## src/rtl/alu_pkg.sv

```systemverilog
// Shared definitions for the ALU and its registered issue/retire stage.
//
// Contents:
//   alu_op_t       4-bit opcode enum (OP_ADD .. OP_SHR); codes 9..15 are illegal
//   OP_LAST        highest legal opcode
//   issue_state_t  state of the issue/retire FSM
//   is_illegal()   true for any opcode above OP_LAST

package alu_pkg;

    typedef enum logic [3:0] {
        OP_ADD = 4'd0,
        OP_SUB = 4'd1,
        OP_MUL = 4'd2,
        OP_DIV = 4'd3,
        OP_AND = 4'd4,
        OP_OR  = 4'd5,
        OP_NOT = 4'd6,
        OP_SHL = 4'd7,
        OP_SHR = 4'd8
    } alu_op_t;

    localparam logic [3:0] OP_LAST = 4'd8;

    typedef enum logic [1:0] {
        IDLE = 2'd0,
        EXEC = 2'd1,
        DONE = 2'd2
    } issue_state_t;

    // Any encoding past the last defined opcode is rejected by the issue stage.
    function automatic logic is_illegal(input logic [3:0] op);
        return op > OP_LAST;
    endfunction

endpackage

```

## src/rtl/alu.sv

```systemverilog
// Combinational N-bit ALU.
//
// Ports:
//   a, b    in  N  operands
//   op      in  4  opcode (alu_op_t encoding; 9..15 produce 0)
//   sgn     in  1  signed mode (only division depends on it)
//   result  out N  low N bits of the operation
//
// Division by zero yields 0 here so the output is never X. The issue stage
// replaces it with all-ones and raises its own flag.

module alu
    import alu_pkg::*;
#(
    parameter int N = 8
) (
    input  logic [N-1:0] a,
    input  logic [N-1:0] b,
    input  logic [3:0]   op,
    input  logic         sgn,
    output logic [N-1:0] result
);

    localparam logic [N-1:0] MIN_VAL = {1'b1, {(N-1){1'b0}}};
    localparam logic [N:0]   N_VAL   = (N+1)'(N);

    logic         shift_oob;
    logic [N-1:0] quotient;

    // A shift distance of N or more moves every bit out, so the result is zero.
    assign shift_oob = {1'b0, b} >= N_VAL;

    // Division. The zero divisor is guarded so the operator never sees it.
    // Signed min / -1 overflows; the truncated answer is min itself, which is
    // forced explicitly rather than relying on the simulator's overflow behaviour.
    always_comb begin
        quotient = '0;
        if (b == '0) begin
            quotient = '0;
        end else if (sgn) begin
            if ((a == MIN_VAL) && (b == '1)) begin
                quotient = MIN_VAL;
            end else begin
                quotient = $signed(a) / $signed(b);
            end
        end else begin
            quotient = a / b;
        end
    end

    // Opcode decode. Add, sub and mul keep only the low N bits, which are the
    // same in signed and unsigned mode. Right shift is always logical.
    always_comb begin
        result = '0;
        case (op)
            OP_ADD:  result = a + b;
            OP_SUB:  result = a - b;
            OP_MUL:  result = a * b;
            OP_DIV:  result = quotient;
            OP_AND:  result = a & b;
            OP_OR:   result = a | b;
            OP_NOT:  result = ~a;
            OP_SHL:  result = shift_oob ? '0 : (a << b);
            OP_SHR:  result = shift_oob ? '0 : (a >> b);
            default: result = '0;
        endcase
    end

endmodule

```

## src/rtl/alu_issue.sv

```systemverilog
// Registered issue/retire stage around the combinational alu.
//
// Ports:
//   clk, rst_n                    clock, synchronous active-low reset
//   in_valid / in_ready           request handshake
//   in_a, in_b, in_op, in_signed  request payload, sampled on the accept edge
//   out_valid / out_ready         result handshake
//   out_result                    result after div0 / illegal overrides
//   out_zero                      out_result == 0
//   out_div0                      division by zero
//   out_illegal                   opcode 9..15
//   op_count                      completed output handshakes, wraps
//
// One request takes two edges: the accept edge latches the operands (EXEC),
// the next edge captures the result (DONE). In DONE the retiring handshake
// and a new accept may share one edge.

module alu_issue
    import alu_pkg::*;
#(
    parameter int N  = 8,
    parameter int CW = 16
) (
    input  logic          clk,
    input  logic          rst_n,
    input  logic          in_valid,
    output logic          in_ready,
    input  logic [N-1:0]  in_a,
    input  logic [N-1:0]  in_b,
    input  logic [3:0]    in_op,
    input  logic          in_signed,
    output logic          out_valid,
    input  logic          out_ready,
    output logic [N-1:0]  out_result,
    output logic          out_zero,
    output logic          out_div0,
    output logic          out_illegal,
    output logic [CW-1:0] op_count
);

    issue_state_t state_q, state_d;

    logic [N-1:0] a_q, b_q;
    logic [3:0]   op_q;
    logic         sgn_q;

    logic [N-1:0] alu_result;
    logic [N-1:0] final_result;
    logic         div0_d;
    logic         illegal_d;
    logic         accept;
    logic         retire;

    // State register.
    always_ff @(posedge clk) begin
        if (!rst_n) begin
            state_q <= IDLE;
        end else begin
            state_q <= state_d;
        end
    end

    // Next state and handshake outputs. In DONE, in_ready follows out_ready so
    // a new request can be taken on the same edge the old result leaves.
    always_comb begin
        state_d   = state_q;
        in_ready  = 1'b0;
        out_valid = 1'b0;
        case (state_q)
            IDLE: begin
                in_ready = 1'b1;
                if (in_valid) begin
                    state_d = EXEC;
                end
            end
            EXEC: begin
                state_d = DONE;
            end
            DONE: begin
                out_valid = 1'b1;
                in_ready  = out_ready;
                if (out_ready) begin
                    state_d = in_valid ? EXEC : IDLE;
                end
            end
            default: begin
                state_d = IDLE;
            end
        endcase
    end

    assign accept = in_valid & in_ready;
    assign retire = out_valid & out_ready;

    // Operand latch, so the alu sees stable inputs for the whole EXEC cycle.
    always_ff @(posedge clk) begin
        if (!rst_n) begin
            a_q   <= '0;
            b_q   <= '0;
            op_q  <= '0;
            sgn_q <= 1'b0;
        end else if (accept) begin
            a_q   <= in_a;
            b_q   <= in_b;
            op_q  <= in_op;
            sgn_q <= in_signed;
        end
    end

    alu #(
        .N (N)
    ) u_alu (
        .a      (a_q),
        .b      (b_q),
        .op     (op_q),
        .sgn    (sgn_q),
        .result (alu_result)
    );

    // Overrides on top of the raw alu result. An illegal opcode can never also
    // be a division, so the two flags are mutually exclusive.
    always_comb begin
        div0_d       = (op_q == OP_DIV) && (b_q == '0);
        illegal_d    = is_illegal(op_q);
        final_result = alu_result;
        if (illegal_d) begin
            final_result = '0;
        end else if (div0_d) begin
            final_result = '1;
        end
    end

    // Result capture on the EXEC edge. The registers are not touched again
    // until the next EXEC, so the outputs hold steady throughout DONE.
    always_ff @(posedge clk) begin
        if (!rst_n) begin
            out_result  <= '0;
            out_zero    <= 1'b0;
            out_div0    <= 1'b0;
            out_illegal <= 1'b0;
        end else if (state_q == EXEC) begin
            out_result  <= final_result;
            out_zero    <= (final_result == '0);
            out_div0    <= div0_d;
            out_illegal <= illegal_d;
        end
    end

    // Completed-operation counter. It counts output handshakes, not accepts.
    always_ff @(posedge clk) begin
        if (!rst_n) begin
            op_count <= '0;
        end else if (retire) begin
            op_count <= op_count + 1'b1;
        end
    end

endmodule

```

## config.mk

```make
export PLATFORM = sky130hd
export DESIGN_NAME = alu_issue
export DESIGN_NICKNAME = d
export VERILOG_FILES = /design/src/rtl/alu_pkg.sv /design/src/rtl/alu.sv /design/src/rtl/alu_issue.sv
export SDC_FILE = /design/constraint.sdc
export NUM_CORES = 1
export LEC_CHECK = 0
export ABC_AREA = 0
export CORE_ASPECT_RATIO = 1.5
export CORE_MARGIN = 2
export CORE_UTILIZATION = 40
export CTS_CLUSTER_SIZE = 16
export DETAILED_ROUTE_END_ITERATION = 8
export PLACE_DENSITY = 0.65
export SLEW_MARGIN = 20
export SYNTH_ARGS = -nofsm -noshare
export SYNTH_HDL_FRONTEND = slang
export SYNTH_SLANG_ARGS = --single-unit
```

## constraint.sdc

```tcl
create_clock -name clk -period 16.4 [get_ports clk]
set_input_delay 2.46 -clock clk [delete_from_list [all_inputs] [get_ports clk]]
set_output_delay 2.46 -clock clk [all_outputs]
set_load 0.005 [all_outputs]
```

== After elaboration in Yosys (flattened, before gate mapping) ==
Cells that the tools add are included.

* Equality and inequality tests: 14
* Multipliers: 1
* Bitwise operators: 5
* Muxes and demuxes: 14
* $lt $le $gt $ge: 2
* Reductions and logical operators: 7
* Shift operators: 2
* Add/sub/neg operators: 3
* Div/mod/pow operators: 2

{| class="wikitable"
|+ Operator list
! kind !! count
|-
| $pmux W8 S9 || 1
|-
| $mux W8 || 7
|-
| $add A16 B1 Y16 const B || 1
|-
| $div A8 B8 Y8 || 2
|-
| $eq A4 B3 Y1 const B || 4
|-
| $eq A8 B8 Y1 const B || 2
|-
| $logic_not A8 Y1 || 2
|-
| $add A8 B8 Y8 || 1
|-
| $and A8 B8 Y8 || 1
|-
| $eq A4 B2 Y1 const B || 2
|-
| $ge A8 B4 Y1 const B || 1
|-
| $mul A8 B8 Y8 || 1
|-
| $not A8 Y8 || 1
|-
| $or A8 B8 Y8 || 1
|-
| $shl A8 B8 Y8 || 1
|-
| $shr A8 B8 Y8 || 1
|-
| $sub A8 B8 Y8 || 1
|-
| $pmux W2 S3 || 1
|-
| $eq A4 B1 Y1 const B || 1
|-
| $eq A4 B4 Y1 const B || 1
|-
| $gt A4 B4 Y1 const B || 1
|-
| $logic_not A4 Y1 || 1
|-
| $mux W2 || 2
|-
| $ne A2 B2 Y1 const B || 2
|-
| 8 further kinds || 11
|}

* Word-level logic and storage cells: 60
* Bits in registers: 50
* Output and inout port bits: 29
* Input port bits: 25

== Logic depth before layout (Yosys ltp) ==
Gate-level depths: netlist (run 1).

* Word-level depth: 9
* Mapped depth: 71
* Gate-level depth less buffers: 63

== Cells and area by module ==
Synthesis (run 1) repeated with hierarchy kept, for this count alone.

* Cells, all modules: 1037
* Area total of the unflattened synthesis: 7828.8 um^2

{| class="wikitable"
|+ By module, submodules not included
! module !! cells each !! sequential area each (um^2) !! area an instance (um^2) !! instances
|-
| alu || 799 || 0.0 || 5851.9 || 1
|-
| alu_issue || 238 || 1001.0 || 1976.9 || 1
|}

== Least setup slack after synthesis (run 1) ==
No wires, ideal clock.

* Kind: register -> register
* Start point: register b_q[0]
* End point: register out_zero
* Path buffers: 8
* Clock period less this slack: 14.200 ns
* Required time: 16.304 ns
* Setup slack: 2.200 ns
* Arrival time: 14.105 ns
* Library setup time: 0.096 ns
* Stages on the path, launching flop included: 66
* Cell sequence: dfxtp_1 buf_2 buf_2 clkbuf_1 inv_1 ha_1 buf_2 nor3b_4 nor4_2 or4_4 buf_6 a41o_1 and2_1 ha_1 o21a_1 nor2_1 nor3_1 nor2_1 [... 30 more ...] a21oi_1 o21ai_0 and2_1 clkbuf_1 nor3_1 a21oi_1 o31a_1 ha_1 a211oi_1 and3_1 o21ai_0 nand2_1 ha_1 a22o_1 a221o_1 nor4_1 nand2_1 o41ai_2

* Cells in the longest elaborated chain, start to end: 9
* Elaborated cells on any way between the ends: 23
* Those cells by class: 2 x add/sub; 1 x mul; 2 x div; 1 x order compare; 1 x eq/ne; 2 x shift; 8 x mux; 2 x bitwise; 4 x reduce/logical

{| class="wikitable"
|+ RTL lines
! element !! RTL line !! text
|-
| start: declaration || alu_issue.sv:43 || <nowiki>logic [N-1:0] a_q, b_q;</nowiki>
|-
| start signal: assignment || alu_issue.sv:104 || <nowiki>b_q <= in_b;</nowiki>
|-
| parallel branches: the longest is 6 deep, another holds $div A8 B8 Y8 || - ||
|-
| $mux W8 * || alu_issue.sv:128 || <nowiki>end else if (div0_d) begin</nowiki>
|-
| $mux W8 * || alu_issue.sv:126 || <nowiki>if (illegal_d) begin</nowiki>
|-
| $logic_not A8 Y1 * || alu_issue.sv:143 || <nowiki>out_zero <= (final_result == '0);</nowiki>
|-
| end signal: assignment || alu_issue.sv:143 ||
|-
| end: declaration || alu_issue.sv:35 || <nowiki>output logic out_zero,</nowiki>
|}

Mark *: on every way between the ends.
A chain may end at the register's enable or synchronous reset.

== Worst setup path in the final report (run 1) ==
* Start point: register b_q[1]
* End point: register out_zero

Same word-level chain as after synthesis.

==> results of run 1 <==
-- registers in the layout, indices dropped and copies added (netlist names) --
| signal | cells |
|---|---|
| b_q | 8 |
| out_result | 8 |
| a_q | 8 |
| out_div0 | 1 |
| op_q | 4 |
| out_illegal | 1 |
| out_zero | 1 |
| state_q | 2 |
| sgn_q | 1 |
| op_count | 16 |
-- per-stage QoR --
| stage | instance area (µm²) | util, % | setup WS, ns | hold WS, ns |
|---|---|---|---|---|
| floorplan | 8185 | - | 2.200 | 0.4483 |
| global placement | 8949 | 44.17 | 1.665 | 0.4522 |
| detailed placement | 8949 | 44.17 | 1.263 | 0.4699 |
| CTS | 9121 | 45.02 | 1.216 | 0.4799 |
| global route | 9143 | 45.13 | 0.005233 | 0.4873 |
| finish | 9143 | 45.13 | 1.420 | 0.4768 |
-- repair_timing --
action,CTS,global route
resized for setup,0,1
hold buffers,0,0
setup buffers,0,2
endpoints found under the setup margin,0,3
-- per-layer routing --
metal	routed length, µm	share of wire, %
met1	10290	39
met2	12930	49
met3	1431	5.4
met4	1634	6.2
met5	0	0
-- layout by cell type, fill, tap and decap left out, types with 5 or more instances in the layout --
cell and count:
clkdlybuf4s50_1 53, dfxtp_1 50, nor4_1 8, or3_1 12, inv_1 52, nor3_1 27, or2_2 11, fa_1 13
o21a_1 22, nand3_1 19, o31ai_1 5, nand3b_1 7, a221oi_1 5, and2_1 20, clkbuf_16 5, nand2_1 113
and3_1 12, a31oi_1 11, mux4_2 10, nor2b_1 16, nand2b_1 10, xor2_1 25, buf_4 25, ha_1 109
mux2i_1 12, a21oi_1 82, o211ai_1 10, mux2_2 27, xnor2_1 53, a211oi_1 12, nand4_1 12, o21ai_0 44
o31a_1 7, nor2_1 94, a21o_1 10
-- worst max-delay path, delay by kind of cell, from the launching register on --
family / cells / cell delay [ns]
compound gates: 18 / 4.09
fa+ha+maj: 9 / 2.69
buf+inv: 1 / 0.25
flops: 1 / 0.31
mux: 3 / 1.20
simple gates: 26 / 6.32
-- kinds of logic (layout without fill, tap and decap cells) --
logic type,count (synthesis),in the layout,synth area share (%)
simple gates,392,392,24.38
compound gates,260,260,21.11
fa+ha+maj,124,124,20.09
buf+inv,120,143,5.916
xor+xnor,78,78,8.346
flops,50,50,12.23
mux,49,49,7.933
-- final cells by class --
type,count,area [µm²]
Fill cell,2060,11120
Clock inverter,3,47.55
Multi-Input combinational cell,903,6706
Clock buffer,5,125.1
Timing Repair Buffer,78,718.2
Tap cell,264,330.3
Inverter,57,214.0
Sequential cell,50,1001
-- worst min path at each step --
stage,depth (start not counted),endpoint,startpoint
2_1_floorplan,2,out_illegal,out_illegal
3_3_place_gp,2,out_illegal,out_illegal
3_5_place_dp,2,out_div0,out_div0
4_1_cts,2,out_div0,out_div0
5_1_grt,2,out_div0,out_div0
6_report,2,out_illegal,out_illegal
==> metrics, run 1 <==
Max-cap violations=0; Vias per Instance=between 5 and 6; EDFF count, synth=0; CP max-delay cell=or4b_2; drt first-iter violations=between 600 and 700; final period utilization=around nine tenths; worst r2r dst=out_zero; worst setup path end=out_zero; Worst Setup End Kind=flip-flop; clk slew on worst S/H paths=roughly 0.070 ns; area grow syn2layout=11.69%; slew of the pin with the lowest slew margin=1.115 ns; Crit path arrival time=15.18 ns; reg2reg path depth=57; CP Max Fanout=30; Ys Warns=0; critical path class=reg -> reg; met1 Use GR=27.69%; antenna cells=0; All-Layer GR Usage=24.26%; hpwl dp=between 20000 and 25000 µm; CP Launch Point=b_q[1]; GRT busiest layer=met2; clk_lat worst skew=0.29 ns; Syn Inst Count=between 1k and 1.5k; H-tree depth=2; drt wl/cell=19.33 µm; met3 usage=under 10%; gr ovfl total=0; fmax=about 0.067 GHz; RSZ-0062 raised after global routing=false; final net count=around 1.2k; CTS tree=done; Starting Density=approximately two fifths; Routed Antenna Nets=0; Hold WC Path Type=reg -> reg; sequential area share after synthesis=12.23%; Final Wtd Congestion=0.9554; clock sinks=50; vias=8031; slew margin rel.=23.78%; reg2reg setup slack=1.42 ns; Async S/R FF share, synth=0%; cts bufs inserted=5; die area=between 20000 and 25000 µm²; initial antenna violation count=0; commonest cells in the synthesized netlist=nand2_1 (113), ha_1 (109), nor2_1 (94); io pins=between 50 and 60; vias in the first global route=~7.9k; Die Wd=120.8 µm; largest buffer count on any clock path=2; type of origin of the critical path=flip-flop; core area=20260 µm²; cell with the most instances after synthesis=nand2_1; Avg Inst Size Synth=between 7 and 8 µm²; CTS Root Cell=clkbuf_16; Setup violations, final=0; Synth Cell Area=between 8000 and 9000 µm²; post-synth top area share=~17%; Netlist cell types=85; Synthesized Nets=between 1k and 1.5k; CP dominant cell by count=ha_1; Pins Over Slew Limit=0; Placed Instances=roughly 1.4k; first-pass GRT wire length=about 42000 µm; Finished Layout Cells=around 1.4k; Reg2Reg Launch Point=b_q[1]; main area contributors after synthesis=ha_1 (17%), dfxtp_1 (12%), xnor2_1 (5.7%); Hold Violations, Final=0; DRC=0; Die Span Y=approximately 180 µm; Clock Skews=approximately 0.0068 ns; DRT Wirelength=~26000 µm; Worst EP required=~17 ns; met2 Use GR=between 40 and 50%; largest net degree at the start of global routing=44; Primary FF master, synth=dfxtp_1; Synth Register Bits=50; row count=64; status=completed; Tmin final=approximately 15 ns; cell taking the most area after synthesis=ha_1; TNS Setup=0 ns; crit-path max cell delay=0.67 ns; PortBufs=53; fraction of layout instances using a drive strength above 1=9.124%; drt first pass iters=8
Power of run 1 is left out: the tool's default activity adds up to more than one toggle a clock period on the data nets, which glitch-free logic cannot reach.
==> inputs of run 2 (changes only) <==
--- a/config.mk
+++ b/config.mk
@@ -9,9 +9,10 @@
 export CORE_ASPECT_RATIO = 1.5
 export CORE_MARGIN = 2
 export CORE_UTILIZATION = 40
+export CTS_BUF_LIST = sky130_fd_sc_hd__clkbuf_8 sky130_fd_sc_hd__clkbuf_16
 export CTS_CLUSTER_SIZE = 16
 export DETAILED_ROUTE_END_ITERATION = 8
-export PLACE_DENSITY = 0.65
+export SKIP_LAST_GASP = 1
 export SLEW_MARGIN = 20
 export SYNTH_ARGS = -nofsm -noshare
 export SYNTH_HDL_FRONTEND = slang
==> metrics, run 2 (synthesis gave the netlist of run 1 again) <==
status=completed; initial antenna violation count=0 (unchanged); Vias per Instance=5.946 (+0.70%); drt wl/cell=19.85 µm (+2.7%); RSZ-0062 raised after global routing=false; post-route cell area=9123 µm² (-0.22%); Largest Register=op_count; crit-path max cell delay=0.67 ns (about the same); final net count=1240 (-0.16%); Post-CTS Setup Inserts=0 (unchanged); first-pass GRT wire length=42130 µm (+0.94%); CTS tree=done; commonest non-fill, non-tap cells in the layout=nand2_1 (113), ha_1 (109), nor2_1 (94); final period utilization=92.54% (+1.2 points); Max-cap violations=0 (unchanged); Routed Antenna Nets=0 (unchanged); drt first pass iters=7 (-1); PortBufs=53 (unchanged); critical path class=reg -> reg; Crit path arrival time=15.38 ns (+0.20 ns); TNS Setup=0 ns (unchanged); routed length on met1=10490 µm (+1.9%); row count=64 (unchanged); gr ovfl total=0 (unchanged); Placed Instances=1350 (unchanged); drt first-iter violations=464 (-32%); hpwl dp=21010 µm (+4.2%); vias in the first global route=7862 (-0.42%); DRT Wirelength=26950 µm (+2.5%); clk_lat worst skew=0.29 ns (about the same); met3 wire length=1158 µm (-19%); Core Util, Final=45.03% (-0.099 points); core area=20260 µm² (unchanged); antenna cells=0 (unchanged); H-tree depth=2 (unchanged); CP max-delay cell=or4b_2; max reg flops=16 (unchanged); commonest non-fill, non-tap cell in the layout=nand2_1; largest buffer count on any clock path=2 (unchanged); placed inst area=8949 µm² (unchanged); cts bufs inserted=5 (unchanged); Setup violations, final=0 (unchanged); CP dominant cell by count=ha_1; worst path bufs/invs=1 (unchanged); PostCTS Resize Cnt=0 (unchanged); largest net degree at the start of global routing=44 (unchanged); All-Layer GR Usage=24.91% (+0.64 points); CP Max Fanout=14 (-53%); Clock Skews=0.009443 ns (+0.002676 ns); CP delay by family, top=simple AND/OR/NAND/NOR gates; DRC=0 (unchanged); met2 WL=13390 µm (+3.5%); Tmin final=15.18 ns (+0.1969 ns); fmax=0.06589 GHz (-1.3%); Worst EP required=16.60 ns (about the same); FILL cells=2063 (+0.15%); area grow syn2layout=11.45%; Die Wd=120.8 µm (unchanged); highest metal used=met4; Finished Layout Cells=1358 (-0.15%); Pins Over Slew Limit=0 (unchanged); type of origin of the critical path=flip-flop; Hold WC Path Type=reg -> reg; hold_buf cts=0 (unchanged); clock sinks=50 (unchanged); io pins=54 (unchanged); Final Wtd Congestion=0.9821 (+2.8%); CTS Root Cell=clkbuf_16; Hold Violations, Final=0 (unchanged); Starting Density=40.40% (unchanged); die area=21650 µm² (unchanged); Die Span Y=179.2 µm (unchanged); Worst Setup End Kind=flip-flop; vias=8075 (+0.55%); slew of the pin with the lowest slew margin=0.9602 ns (-0.1544 ns); clk slew on worst S/H paths=0.07 ns (about the same); slew margin rel.=35.40% (+12 points); fraction of layout instances using a drive strength above 1=8.867% (-0.26 points)
## run 2: layer usage
layer	global-route usage, %	vias to the layer above
met5	0	-
met4	15.99	0
met3	2.322	87
met2	45.01	265
met1	27.70	3817
li1	-	3906
## run 2: worst reg2reg max path, delay by kind of cell (launching register included)
family / cells / cell delay (ns)
buffers and inverters: 1 / 0.44
muxes: 2 / 0.85
AOI/OAI and AO/OA: 22 / 5.25
DFF: 1 / 0.31
adders and majority gates: 8 / 2.53
and+or+nand+nor: 22 / 5.69
## run 2: cell type report
type / count / area, µm² / share of cell area (%)
Clock inverter: 3 / 48.80 / 0.5349
Multi-Input combinational cell: 903 / 6700 / 73.45
Inverter: 57 / 214.0 / 2.345
Clock buffer: 5 / 125.1 / 1.372
Sequential cell: 50 / 1001 / 10.97
Timing Repair Buffer: 76 / 703.2 / 7.708
Tap cell: 264 / 330.3 / 3.621
## run 2: worst paths after layout
kind,start,to,slack [ns],cells after the start
setup / recovery,b_q[1],out_zero,1.22,55
hold / removal,out_illegal,out_illegal,0.46,2
setup reg to reg,b_q[1],out_zero,1.22,55
hold reg to reg,out_illegal,out_illegal,0.46,2
## run 2: stage by stage
stage,hold WS (ns),worst slack (ns)
2_1_floorplan,0.4483,2.200
3_3_place_gp,0.4468,1.850
3_5_place_dp,0.4488,1.451
4_1_cts,0.4590,1.370
5_1_grt,0.4979,0.06614
6_report,0.4575,1.224
Power of run 2 is left out for the same reason.
==> inputs of run 3 (changes only) <==
--- a/config.mk
+++ b/config.mk
@@ -12,6 +12,7 @@
 export CTS_BUF_LIST = sky130_fd_sc_hd__clkbuf_8 sky130_fd_sc_hd__clkbuf_16
 export CTS_CLUSTER_SIZE = 16
 export DETAILED_ROUTE_END_ITERATION = 8
+export SKIP_CTS_REPAIR_TIMING = 1
 export SKIP_LAST_GASP = 1
 export SLEW_MARGIN = 20
 export SYNTH_ARGS = -nofsm -noshare
==> results of run 3 <==
Same layout as run 2: the final DEF is identical, and so are final timing and power.
Power of run 3 is left out for the same reason.
